### src/rtl/picoNISC_pkg.sv
// Shared types and helpers for the picoNISC control-word fetch path.
package picoNISC_pkg;

    typedef enum logic [1:0] {
        FETCH,
        DRAIN,
        PRESENT
    } fetch_state_t;

    // Width of a beat index; a single-beat word still needs one bit.
    function automatic int beatIdxW(input int beats);
        return (beats > 1) ? $clog2(beats) : 1;
    endfunction

endpackage

### src/rtl/cw_assembler.sv
// Collects ROM beats into one wide control word, one Mwidth slot per beat.
module cw_assembler
    import picoNISC_pkg::*;
#(
    parameter int Mwidth = 8,
    parameter int Beats  = 4
) (
    input  logic                         clk,
    input  logic                         Reset,
    input  logic                         i_we,
    input  logic [beatIdxW(Beats)-1:0]   i_slot,
    input  logic [Mwidth-1:0]            i_data,
    output logic [Mwidth*Beats-1:0]      o_word
);

    localparam int BW = beatIdxW(Beats);

    logic [Mwidth*Beats-1:0] r_word;

    // Beat k lands in bits [k*Mwidth +: Mwidth], little-endian.
    always_ff @(posedge clk) begin
        if (Reset) begin
            r_word <= '0;
        end else begin
            for (int k = 0; k < Beats; k++) begin
                if (i_we && (i_slot == BW'(k))) begin
                    r_word[k*Mwidth +: Mwidth] <= i_data;
                end
            end
        end
    end

    assign o_word = r_word;

endmodule

### src/rtl/cw_fetch.sv
// Fetches one wide control word per PC value from a narrow synchronous ROM
// and presents it to the datapath, releasing the PC exactly once per word.
module cw_fetch
    import picoNISC_pkg::*;
#(
    parameter int Psize  = 4,
    parameter int Mwidth = 8,
    parameter int Beats  = 4
) (
    input  logic                                clk,
    input  logic                                Reset,
    input  logic [Psize-1:0]                    pc_in,
    output logic                                hold,
    output logic                                mem_rd,
    output logic [Psize+beatIdxW(Beats)-1:0]    mem_addr,
    input  logic [Mwidth-1:0]                   mem_data,
    input  logic                                stall,
    output logic [Mwidth*Beats-1:0]             cw,
    output logic                                cw_valid
);

    localparam int BW = beatIdxW(Beats);
    localparam int AW = Psize + BW;
    localparam logic [BW-1:0] LastBeat = BW'(Beats - 1);

    fetch_state_t    r_state;
    fetch_state_t    w_nextState;
    logic [BW-1:0]   r_beat;
    logic [BW-1:0]   r_rdBeat;
    logic            r_rdPending;
    logic [Psize-1:0] r_pcLatched;
    logic [AW-1:0]   r_addrLast;
    logic [AW-1:0]   w_addr;
    logic            w_memRd;
    logic            w_hold;

    always_ff @(posedge clk) begin
        if (Reset) begin
            r_state <= FETCH;
        end else begin
            r_state <= w_nextState;
        end
    end

    // Beat 0 addresses straight from pc_in since pc_latched is only being loaded now.
    always_comb begin
        w_nextState = r_state;
        w_memRd     = 1'b0;
        w_hold      = 1'b1;
        w_addr      = r_addrLast;
        case (r_state)
            FETCH: begin
                w_memRd = 1'b1;
                w_addr  = (r_beat == '0) ? {pc_in, r_beat} : {r_pcLatched, r_beat};
                if (r_beat == LastBeat) begin
                    w_nextState = DRAIN;
                end
            end
            DRAIN: begin
                w_nextState = PRESENT;
            end
            PRESENT: begin
                if (!stall) begin
                    w_hold      = 1'b0;
                    w_nextState = FETCH;
                end
            end
            default: begin
                w_nextState = FETCH;
            end
        endcase
        if (Reset) begin
            w_memRd = 1'b0;
            w_hold  = 1'b1;
        end
    end

    always_ff @(posedge clk) begin
        if (Reset) begin
            r_beat      <= '0;
            r_rdBeat    <= '0;
            r_rdPending <= 1'b0;
            r_pcLatched <= '0;
            r_addrLast  <= '0;
        end else begin
            r_rdPending <= w_memRd;
            r_rdBeat    <= r_beat;
            if (w_memRd) begin
                r_addrLast <= w_addr;
            end
            if (r_state == FETCH) begin
                r_beat <= (r_beat == LastBeat) ? '0 : r_beat + 1'b1;
                if (r_beat == '0) begin
                    r_pcLatched <= pc_in;
                end
            end
        end
    end

    cw_assembler #(
        .Mwidth (Mwidth),
        .Beats  (Beats)
    ) u_assembler (
        .clk    (clk),
        .Reset  (Reset),
        .i_we   (r_rdPending),
        .i_slot (r_rdBeat),
        .i_data (mem_data),
        .o_word (cw)
    );

    assign mem_rd   = w_memRd;
    assign mem_addr = w_addr;
    assign hold     = w_hold;
    assign cw_valid = (r_state == PRESENT);

endmodule

### config.mk
export PLATFORM = sky130hd
export DESIGN_NAME = cw_fetch
export DESIGN_NICKNAME = d
export VERILOG_FILES = /design/src/rtl/picoNISC_pkg.sv /design/src/rtl/cw_assembler.sv /design/src/rtl/cw_fetch.sv
export SDC_FILE = /design/constraint.sdc
export NUM_CORES = 1
export LEC_CHECK = 0
export ABC_CLOCK_PERIOD_IN_PS = 1850
export BUFFER_PORTS_ARGS = -buffer_cell sky130_fd_sc_hd__buf_2
export CORE_ASPECT_RATIO = 1.5
export CORE_MARGIN = 2
export CORE_UTILIZATION = 54
export CTS_BUF_LIST = sky130_fd_sc_hd__clkbuf_8
export DETAILED_ROUTE_END_ITERATION = 7
export GPL_ROUTABILITY_DRIVEN = 1
export HOLD_SLACK_MARGIN = 0.1
export PLACE_DENSITY = 0.78
export SYNTH_ARGS = -nofsm -noshare
export SYNTH_HDL_FRONTEND = slang
export SYNTH_HIERARCHICAL = 1
export SYNTH_SLANG_ARGS = --single-unit
### constraint.sdc
create_clock -name clk -period 1.85 [get_ports clk]
set_clock_uncertainty 0.15 [all_clocks]
set_input_delay 0.555 -clock clk [delete_from_list [all_inputs] [get_ports clk]]
set_output_delay 0.555 -clock clk [all_outputs]
set_load 0.02 [all_outputs]
==> metrics.md <==
| Metric | Value |
|---|---|
| Antenna violations before repair | `0` |
| # rows | `27` |
| Overall Power | `0.00264 W` |
| Crit path cell chain | `inv_2 > ha_4 > mux2i_4 > a21oi_2 > buf_4` |
| Initial Utilization | `56.7%` |
| Vias in the first global route | `1,516` |
| Leakage power | `1.34 nW` |
| Most frequent cells in the layout | `nand2b_1, buf_2, dfxtp_1` |
| Yosys reg bits | `49` |
| Post-DP HPWL | `2940 um` |
| Worst-path fanout max | `5` |
| Worst path slowest cell | `dfxtp_2` |
| Pin count of the biggest net entering global routing | `60` |
| Clock slew at reported path FFs | `0.09 ns` |
| Die area | `0.00439 mm^2` |
| Top FF cell, synth | `dfxtp_1` |
| Htree depth | `2` |
| PD cells | `966 mW/mm^2` |
| Final hold viol count | `0` |
| Crit path DAT | `1.44 ns` |
| Routed vias/inst | `5.12` |
| Finished Layout Cells | `308` |
| Vias | `1,577` |
| Worst R2R Path Depth | `5` |
| Hold crit path type | `flip-flop to flip-flop` |
| Layout cell share with drive strength beyond 1 | `42.3%` |
| Setup_tns | `-1.71 ns` |
| Status | `complete, but fails checks` |
| GPL Wtd Cong | `0.729` |
| Synthesized instance count | `199` |
| Worst-Margin Slew | `0.560 ns` |
| TritonCTS clock tree | `yes` |
| Chip width | `54.8 um` |
| RSZ-0062 raised after global routing | `true` |
| Area of the mapped netlist | `0.00209 mm^2` |
| Final Max Slew Viols | `0` |
| Port Buffers | `55` |
| R2R Path End | `r_beat[0]` |
| Ys async rst share | `0%` |
| WL final | `4430 um` |
| Crit-path leading delay family | `flip-flops` |
| Layout area overhead | `30.8%` |
| Crit Path Category | `flip-flop to primary output` |
| Critical path's largest stage delay | `0.34 ns` |
| IR drop worst, VDD | `0.000837 V` |
| Total GRT Usage | `22.1%` |
| Seq/Total Area, Yosys | `47.0%` |
| CP Capture Type | `primary output` |
| DRC violations left | `0` |
| Required @ worst endpoint | `1.14 ns` |
| Buf+Inv Stages, Crit Path | `2` |
| TritonRoute pass-1 iters | `4` |
| Layout fillers | `291` |
| Final min period | `2.14 ns` |
| YS warnings | `6` |
| Min-delay src | `u_assembler/o_word[7]` |
| Finished Core Util | `74.2%` |
| Iteration-0 DRC Markers | `35` |
| Final WS setup | `-0.294 ns` |
| TritonCTS Buffers | `5` |
| Failing checks | `negative setup slack` |
| Root buf cell | `clkbuf_8` |
| Antenna diode count | `0` |
| Fin nets | `281` |
| Number of max-cap violations | `0` |
| EDFF count, synth | `0` |
| Cell Area, Placed | `0.00245 mm^2` |
| Setup violators final | `9` |
| Final Cycle Share | `116%` |
| Distinct cells, synth | `26` |
| GRT Residual Overflow | `0` |
| Total core area | `0.00368 mm^2` |
| Worst hold path endpoint | `u_assembler/o_word[7]` |
| Finished Cell Area | `0.00273 mm^2` |
| Routed len/inst | `14.4 um` |
| DP Cell Count | `293` |
| Mean Syn Cell Area | `10.5 um^2` |
| DIE HEIGHT | `80.2 um` |
| Worst setup SP type | `flip-flop` |
| Syn nets | `216` |
| Io pins | `56` |
| Detail Route Antenna Nets | `0` |
| Fmax | `466 MHz` |
| R2r setup slk | `0.33 ns` |
| Clk sink count | `49` |
| Clock latency at the later pin of the worst-skew pair | `0.30 ns` |
| WHS Path Cells | `2` |
| Commonest non-fill, non-tap cell in the layout | `nand2b_1` |
| Reg-to-Reg Start | `r_beat[0]` |
| Max-slew headroom | `62.5%` |
| Clock tree buffer depth | `2` |
| First-pass GRT wire length | `6970 um` |
## metal layers
metal  up-vias  GRT usage [%]  wire length [um]
li1        798              -                 -
met1       717           24.8              1800
met2        48           36.7              2210
met3        14           5.02               228
met4         0           12.3               191
met5         -              0                 0
## how the worst max path moves through the flow
stage               cells after the start  startpoint          end
floorplan                               5   r_beat[0]  mem_addr[2]
global placement                        5   r_beat[0]  mem_addr[3]
detailed placement                      5   r_beat[0]  mem_addr[4]
CTS                                     5   r_beat[1]  mem_addr[4]
global route                            5   r_beat[1]  mem_addr[2]
finish                                  5   r_beat[1]  mem_addr[5]
## repair_timing
action / in CTS / in global routing
endpoints found under the setup margin: 9 / 9
endpoints found under the hold margin: 0 / 0
buffers inserted: 5 / 3
pin swaps: 5 / 2
hold buffers: 0 / 0
gates resized for setup: 41 / 5
## synth_stat cells (3+ instances only)
cell type  number  area (um^2)
nor2_1          6         22.5
mux2i_1        40          400
buf_2           4         20.0
a211oi_1        4         30.0
clkbuf_1        5         18.8
o21ai_0         4         20.0
o21ba_2         4         40.0
dfxtp_1        49          981
or3b_2          3         26.3
nand3b_1        3         22.5
a21oi_1         9         45.0
nand2_1         3         11.3
nand2b_1       49          307
## report_power, final
| group | internal (W) | total (W) | switching (W) |
|---|---|---|---|
| sequential | 0.00115 | 0.00122 | 0.0000681 |
| clock | 0.000261 | 0.000611 | 0.000350 |
| combinational | 0.000428 | 0.000807 | 0.000379 |
| total | 0.00184 | 0.00264 | 0.000798 |
## worst reg2reg max path: cells and delay by family (launching register included)
kind,cells,cell delay [ns]
AO/OA/AOI/OAI,1,0.14
flip-flops,1,0.34
buffers and inverters,2,0.23
adder cells (fa/ha/maj),1,0.19
AND/OR/NAND/NOR,1,0.40
## per-stage QoR
step | setup slack [ns] | hold slack (ns)
final | -0.294 | 0.326
after detailed placement | -0.109 | 0.314
after floorplan | 0.00871 | 0.298
after CTS | -0.292 | 0.329
after global routing | -0.355 | 0.349
after global placement | -0.0708 | 0.307
## layout make-up
type	instances	area, um^2	area share [%]
tap	43	53.8	1.97
sequential	49	987	36.1
clock inverter	3	18.8	0.687
clock buffer	5	68.8	2.52
inverter	2	7.51	0.275
multi-input combinational	135	1130	41.4
timing repair buffer	71	464	17.0
## flip-flops by register name, summed over array words and instances (netlist names)
register,cells
u_assembler/o_word,32
r_rdBeat,2
r_beat,2
r_pcLatched,4
r_rdPending,1
r_addrLast,6
r_state,2
## cells by family after synthesis
logic type | count (synthesis) | share of synthesized area, %
fa+ha+maj | 2 | 1.20
buf+inv | 15 | 3.71
compound gates | 21 | 6.47
flops | 49 | 47.0
simple gates | 72 | 22.5
mux | 40 | 19.2
No activity file was read; power rests on OpenSTA's default activity.
